--- config.mk ---
export PLATFORM = sky130hd
export DESIGN_NAME = ls74161_pc_chain
export DESIGN_NICKNAME = d
export VERILOG_FILES = /design/src/rtl/cpu_ttl_pkg.sv /design/src/rtl/ls74161.sv /design/src/rtl/ls74161_pc_chain.sv
export SDC_FILE = /design/constraint.sdc
export NUM_CORES = 1
export LEC_CHECK = 0
export BUFFER_PORTS_ARGS = -buffer_cell sky130_fd_sc_hd__buf_4
export CAP_MARGIN = 20
export CORE_AREA = 4 4 41 43
export DETAILED_ROUTE_END_ITERATION = 7
export DIE_AREA = 0 0 45 47
export PLACE_DENSITY = 0.74
export SYNTH_ARGS = -nofsm -noshare
export SYNTH_HDL_FRONTEND = slang
export SYNTH_SLANG_ARGS = --single-unit
--- constraint.sdc ---
create_clock -name clk -period 1.3 [get_ports clk]
set_input_delay 0.26 -clock clk [delete_from_list [all_inputs] [get_ports clk]]
set_output_delay 0.26 -clock clk [all_outputs]
set_load 0.01 [all_outputs]
--- src/rtl/cpu_ttl_pkg.sv ---
// Shared constants for the TTL-equivalent CPU datapath blocks.
// Slice width and a cascade width check used by counter chains.
`ifndef CPU_TTL_PKG_SV
`define CPU_TTL_PKG_SV

package cpu_ttl_pkg;

  localparam int SLICE_W = 4;

  function automatic bit width_ok(input int w);
    return (w > 0) && ((w % SLICE_W) == 0);
  endfunction

endpackage

// Chains are built from whole 4-bit slices only.
`define CPU_TTL_WIDTH_CHECK(w) \
  if (!cpu_ttl_pkg::width_ok(w)) begin : g_width_err \
    $error("WIDTH must be a positive multiple of 4"); \
  end

`endif

--- src/rtl/ls74161.sv ---
// One 74LS161-style 4-bit synchronous binary counter slice.
// Async clear, sync load, count on ENP&ENT, RCO = ENT & (q == 4'hF).
module ls74161
  import cpu_ttl_pkg::*;
#(
  parameter logic [SLICE_W-1:0] RST_Q = '0
) (
  input  logic               clk,
  input  logic               clr_n,
  input  logic               load_n,
  input  logic               enp,
  input  logic               ent,
  input  logic [SLICE_W-1:0] d,
  output logic [SLICE_W-1:0] q,
  output logic               rco
);

  always_ff @(posedge clk or negedge clr_n) begin
    if (!clr_n) begin
      q <= RST_Q;
    end else if (!load_n) begin
      q <= d;
    end else if (enp && ent) begin
      q <= q + 1'b1;
    end
  end

  // Lookahead carry: independent of enp.
  assign rco = ent & (&q);

endmodule

--- src/rtl/ls74161_pc_chain.sv ---
// Program counter built from cascaded ls74161 slices.
// Slice k is enabled by the RCO of slice k-1; enp fans out to all.
module ls74161_pc_chain
  import cpu_ttl_pkg::*;
#(
  parameter int               WIDTH     = 8,
  parameter logic [WIDTH-1:0] RST_VALUE = '0
) (
  input  logic             clk,
  input  logic             rst_n,
  input  logic             load_n,
  input  logic             enp,
  input  logic             ent,
  input  logic [WIDTH-1:0] d,
  output logic [WIDTH-1:0] q,
  output logic             rco
);

  localparam int NSLICE = WIDTH / SLICE_W;

  `CPU_TTL_WIDTH_CHECK(WIDTH)

  logic [NSLICE:0] carry;

  assign carry[0] = ent;

  for (genvar k = 0; k < NSLICE; k++) begin : g_slice
    ls74161 #(
      .RST_Q (RST_VALUE[k*SLICE_W +: SLICE_W])
    ) u_slice (
      .clk    (clk),
      .clr_n  (rst_n),
      .load_n (load_n),
      .enp    (enp),
      .ent    (carry[k]),
      .d      (d[k*SLICE_W +: SLICE_W]),
      .q      (q[k*SLICE_W +: SLICE_W]),
      .rco    (carry[k+1])
    );
  end

  assign rco = carry[NSLICE];

endmodule
==> run metrics, run 1 <==
most frequent cell after synthesis nor2_1; status finished, violations left; Setup WS post-layout -0.113 ns; Tcrit/Tclk final 109%; Max Slew Vio Count 0; Die H 47 µm; Post-synth top cells 9 x nor2_1, 8 x dfrtp_1; setup violators final 2; floorplan row count 13; Port Buffers 21; Syn. warnings 0; area share of the largest cell type after synthesis 44.3%; Tmin final 1.41 ns; CTS sink cnt 8; Worst Hold End g_slice[0].u_slice.q[1]; largest cells by area after synthesis dfrtp_1 44%, nor2_1 7.5%, a31oi_1 5.5%, ha_1 5.5%, or3_2 5.0%; residual DRC count 0; gr usage total 12.4%; Most used DFF post-synth dfrtp_1; layout cells sized above 1 55.8%; Top Registers g_slice.u_slice.q x8; dpl cells 92; CP cell instances ha_2, nand3_2, nor2_1, buf_4; Worst R2R Path Depth 4; CP Capture Type output port; crit path max fanout 3; hold_ws 0.251 ns; kind of critical path flip-flop to output port; wire length per cell 12.4 µm; Finished Layout Cells 101; post-synthesis register bit count 8; critical path's slowest cell dfrtp_1; max_cap viols 0; Initial Utilization 34.7%; worst min path class primary input to flip-flop; CTS root buf clkbuf_4; Worst-Margin Slew 0.348 ns; Die X 45 µm; post-synthesis area per instance 8.86 µm²; EDFF count, synth 0; Final Skew 0.00812 ns; core area 1300 µm²; Biggest register g_slice.u_slice.q; post-synth cell types 17; max reg flops 8; FF-to-FF setup slack -0.07 ns; Worst-Skew Late Latency 0.25 ns; Layout Utilization 62.4%; Total Nets Final 103; leak pwr 0.353 nW; Fill cells 122; n_diodes 0; clk slew on worst S/H paths 0.06 ns; post-route cell area 812 µm²; worst endpoint data arrival time 1.15 ns; largest net degree at the start of global routing 17; fmax 708 MHz; CP Launch Type flip-flop; Syn Nets 66; Critical Path Start g_slice[1].u_slice.q[0]; Multi-input gate area 295 µm²; peak supply drop 0.565 mV; initial antenna violation count 0; Mapped Area 452 µm²; failing checks negative setup slack; vias in the first global route 447; Routed Antenna Nets 0; pwr dens 958 nW/µm²; die area 2120 µm²; Num CTS Buffers 3; Required @ worst endpoint 1.04 ns; routed vias 514; drt pass-1 iters 3; largest area contributor in the netlist dfrtp_1; FF-to-FF End g_slice[1].u_slice.q[3]; worst stage delay on the critical path 0.39 ns; hpwl dp 933 µm; Pwr Total 778 µW; H-tree depth 1; routed wire length 1260 µm; GPL Wtd Cong 0.748; Post-DP Area 702 µm²; post-place setup slack -0.0137 ns; cells after synthesis 51; Final Hold Fails 0; CTS tree done; Hold Path Cell Cnt 3; sequential area share after synthesis 44.3%; DR iter-0 viols 2; number of vias per cell 5.09; unrepaired setup endpoints after global routing yes; Sequential cell area 203 µm²; reg2reg start g_slice[1].u_slice.q[0]; top-level port count 22; Max clock buf depth 2; share of async-settable or async-resettable flops after synthesis 100%; GRT overflow 0; relative slew slack 76.6%; synthesis-to-layout area growth 79.8%; Setup TNS Final -0.179 ns; first-pass GRT wire length 1910 µm; Min-Delay Startpoint d[1]
[final cells by class]
type / count / area share [%]
multi-input cells: 41 / 36.4
repair buffers: 34 / 33.6
well taps: 15 / 2.31
clock buffers: 3 / 2.77
flip-flops and latches: 8 / 25.0
[routing by layer]
metal | vias up | wire length (µm) | track usage [%]
li1 | 259 | - | -
met1 | 241 | 553 | 15.9
met2 | 14 | 624 | 19.2
met3 | 0 | 77 | 4.60
met4 | 0 | 0 | 4.68
met5 | - | 0 | 0
[cells by family (layout without fill, tap and decap cells)]
kind of cell / after synthesis / in the layout / share of synthesized area [%]
AND/OR/NAND/NOR: 22 / 22 / 24.7
AO/OA/AOI/OAI: 14 / 14 / 17.7
flip-flops: 8 / 8 / 44.3
adder cells (fa/ha/maj): 2 / 2 / 5.54
XOR/XNOR: 2 / 2 / 3.88
buffers and inverters: 2 / 37 / 1.66
multiplexers: 1 / 1 / 2.22
[placed cells by master (no fill, tap or decap), drive strengths merged]
master and count:
a21oi 4, a31oi 4, buf 33, clkbuf 3, dfrtp 8, dlygate4sd3 1
ha 2, mux2i 1, nand2 3, nand3 5, nand4 1, nor2 9
o21a 1, o21ai 4, o31ai 1, or3 3, or4 1, xor2 2
[report_power, final]
part           leakage (nW)  internal, mW  total, mW  switching (mW)
Clock                0.0138         0.105      0.187          0.0815
Sequential           0.0877         0.278      0.304          0.0267
Combinational         0.251         0.164      0.287           0.122
[repair_timing]
| action | CTS | global route |
|---|---|---|
| hold buffers | 1 | 0 |
| buffers inserted | 1 | 4 |
| resized for setup | 0 | 8 |
| pin swaps | 5 | 5 |
| endpoints found under the hold margin | 8 | 0 |
| endpoints found under the setup margin | 4 | 4 |
[worst max-delay path: cells and delay by family, from the launching register on]
kind                     cells  cell delay [ns]
adder cells (fa/ha/maj)      1             0.19
buffers and inverters        1             0.13
flip-flops                   1             0.39
AND/OR/NAND/NOR              2             0.19
[how the worst max path moves through the flow]
stage	endpoint	slack (ns)	depth (start not counted)
after floorplan	g_slice[1].u_slice.q[0]	0.0009	4
after global placement	g_slice[1].u_slice.q[0]	0.04	4
after detailed placement	g_slice[1].u_slice.q[3]	-0.01	4
after CTS	rco	-0.1	4
after global routing	rco	-0.16	4
final	rco	-0.11	4
Note: power is estimated with default switching activity, not from simulation.
==> run 2: changes to the inputs <==
--- a/config.mk
+++ b/config.mk
@@ -5,12 +5,13 @@
 export SDC_FILE = /design/constraint.sdc
 export NUM_CORES = 1
 export LEC_CHECK = 0
+export ABC_AREA = 1
 export BUFFER_PORTS_ARGS = -buffer_cell sky130_fd_sc_hd__buf_4
 export CAP_MARGIN = 20
 export CORE_AREA = 4 4 41 43
 export DETAILED_ROUTE_END_ITERATION = 7
 export DIE_AREA = 0 0 45 47
-export PLACE_DENSITY = 0.74
+export PLACE_DENSITY = 0.8
 export SYNTH_ARGS = -nofsm -noshare
 export SYNTH_HDL_FRONTEND = slang
 export SYNTH_SLANG_ARGS = --single-unit
==> run metrics, run 2 <==
reg2reg start g_slice[0].u_slice.q[1]; CP Launch Type flip-flop; CTS sink cnt 8 (unchanged); peak supply drop 0.544 mV (-3.7%); Layout Utilization 60.6% (-1.8 points); relative slew slack 85.6% (+9.0 points); vias in the first global route 548 (+23%); top-level port count 22 (unchanged); Max clock buf depth 2 (unchanged); CP Capture Type output port; status finished, violations left; largest cells by area after synthesis dfrtp_1 39%, nand2_1 17%, nand3_1 7.8%, ha_1 4.9%, nand2_4 4.4%; Final Hold Fails 0 (unchanged); Min-Delay Startpoint d[0]; worst stage delay on the critical path 0.36 ns (-0.03 ns); Biggest register g_slice.u_slice.q; core area 1300 µm² (unchanged); Most used DFF post-synth dfrtp_1; Die X 45 µm (unchanged); synthesis-to-layout area growth 52.9%; unrepaired setup endpoints after global routing yes; drt pass-1 iters 4 (+1); number of vias per cell 4.95 (-2.8%); post-place setup slack 0.131 ns (+0.145 ns); post-synthesis area per instance 7.47 µm² (-16%); Num CTS Buffers 3 (unchanged); setup violators final 1 (-1); Worst-Skew Late Latency 0.25 ns (about the same); most frequent cell after synthesis nand2_1; residual DRC count 0 (unchanged); post-synthesis register bit count 8 (unchanged); Mapped Area 515 µm² (+14%); Critical Path Start g_slice[0].u_slice.q[1]; fmax 705 MHz (-0.36%); crit path buf inv count 1 (unchanged); Post-synth top cells 24 x nand2_1, 8 x dfrtp_1, 8 x nand3_1; area share of the largest cell type after synthesis 38.8% (-5.5 points); routed wire length 1340 µm (+6.5%); largest area contributor in the netlist dfrtp_1; Tmin final 1.42 ns (+0.00506 ns); post-synth cell types 20 (+3); Initial Utilization 39.6% (+4.9 points); wire length per cell 11.6 µm (-6.4%); largest net degree at the start of global routing 13 (-4); most frequent cells in the layout 26 x buf_4, 24 x nand2_1, 8 x nand3_1, 8 x dfrtp_1; hold_ws 0.232 ns (-0.0195 ns); worst endpoint data arrival time 1.16 ns (about the same); hpwl dp 989 µm (+6.0%); Total Nets Final 117 (+14%); max_cap viols 0 (unchanged); Hold Path Cell Cnt 3 (unchanged); post-route cell area 788 µm² (-2.9%); Worst R2R Path Depth 9 (+5); Fill cells 123 (+0.82%); share of async-settable or async-resettable flops after synthesis 100% (unchanged); crit path max fanout 2 (-1); gr usage total 15.0% (+2.5 points); H-tree depth 1 (unchanged); GPL Wtd Cong 0.717 (-4.2%); Setup TNS Final -0.118 ns (+0.0611 ns); leak pwr 0.405 nW (+15%); first-pass GRT wire length 2320 µm (+21%); cells after synthesis 69 (+35%); CTS root buf clkbuf_4; GRT overflow 0 (unchanged); Final Skew 0.00426 ns (-0.00387 ns); critical path's slowest cell dfrtp_1; floorplan row count 13 (unchanged); pwr dens 1030 nW/µm² (+7.8%); n_diodes 0 (unchanged); Syn Nets 84 (+27%); EDFF count, synth 0 (unchanged); Worst-Margin Slew 0.215 ns (-0.132 ns); DR iter-0 viols 14 (+12); CTS tree done; Tcrit/Tclk final 109% (+0.39 points); failing checks negative setup slack; Max Slew Vio Count 0 (unchanged); Routed Antenna Nets 0 (unchanged); commonest non-fill, non-tap cell in the layout buf_4; Post-DP Area 711 µm² (+1.2%); Required @ worst endpoint 1.04 ns (about the same); die area 2120 µm² (unchanged); CP cell instances ha_2, nand2_2, nor3_2, buf_4; delay-heaviest family, CP flip-flops; clk slew on worst S/H paths 0.06 ns (about the same); Syn. warnings 0 (unchanged); routed vias 569 (+11%); WP depth 4 (unchanged); initial antenna violation count 0 (unchanged); sequential area share after synthesis 38.8% (-5.5 points); kind of critical path flip-flop to output port; Setup WS post-layout -0.118 ns (-0.00506 ns); Port Buffers 21 (unchanged); max reg flops 8 (unchanged); layout cells sized above 1 39.0% (-17 points); Die H 47 µm (unchanged); Top Registers g_slice.u_slice.q x8; worst min path class primary input to flip-flop
## run 2: cell count changes in the layout (fill, tap and decap cells not counted), sizes merged, moves of 2 or more
cell and delta:
a21oi -3, nor2 -5, nor3 +3, a31oi -4, nand3 +3, or3 -3
buf -5, inv +4, or2 +2, nand2 +25
## run 2: worst min-delay path, delay by kind of cell
kind	cells	cell delay [ns]
AND/OR/NAND/NOR	1	0.04
buffers and inverters	1	0.07
AO/OA/AOI/OAI	1	0.07
## run 2: logic make-up (layout without fill, tap and decap cells)
group | after synthesis | after routing | synth area share [%]
AOI/OAI and AO/OA | 6 | 6 | 6.31
xor gates and xnor gates | 1 | 1 | 1.70
adders and majority gates | 2 | 2 | 4.85
buffers and inverters | 5 | 36 | 5.10
DFF | 8 | 8 | 38.8
and+or+nand+nor | 47 | 47 | 43.2
## run 2: routing by layer
metal  global-route usage, %  vias up  share of wire (%)
met2                    24.0       18                 51
met1                    20.0      260                 42
met5                       0        -                  0
li1                        -      291                  -
met3                    4.21        0                7.6
met4                    3.51        0                  0
## run 2: power by group
part           internal, mW  switching [mW]  leakage (nW)
sequential            0.284          0.0384        0.0954
combinational         0.161           0.142         0.296
clock                 0.106          0.0831        0.0138
total                 0.551           0.263         0.405
## run 2: path summary, 6_finish.rpt
path / end / slack (ns)
setup / recovery: rco / -0.12
hold / removal: g_slice[0].u_slice.q[0] / 0.23
setup reg to reg: g_slice[1].u_slice.q[2] / 0.02
hold reg to reg: g_slice[1].u_slice.q[3] / 0.58
max in group asynchronous: g_slice[1].u_slice.q[2] / 0.80
min in group asynchronous: g_slice[0].u_slice.q[0] / 0.37
## run 2: timing repair
action | in CTS | in global routing
setup endpoints to repair | 1 | 6
pin swaps | 2 | 0
endpoints found under the hold margin | 8 | 0
gates resized for setup | 2 | 4
hold buffers | 1 | 0
buffers inserted | 2 | 1
## run 2: through the flow
step | std cells | power (mW)
finish | 115 | 0.814
global route | 115 | 0.880
CTS | 114 | 0.807
detailed placement | 108 | 0.600
global placement | 108 | 0.590
floorplan | 69 | 0.456
## run 2: layout make-up
type	instances	area [µm²]	area share (%)
Clock buffer	3	22.5	2.86
Inverter	4	17.5	2.22
Multi-Input combinational cell	56	302	38.3
Sequential cell	8	200	25.4
Tap cell	15	18.8	2.38
Timing Repair Buffer	29	228	28.9
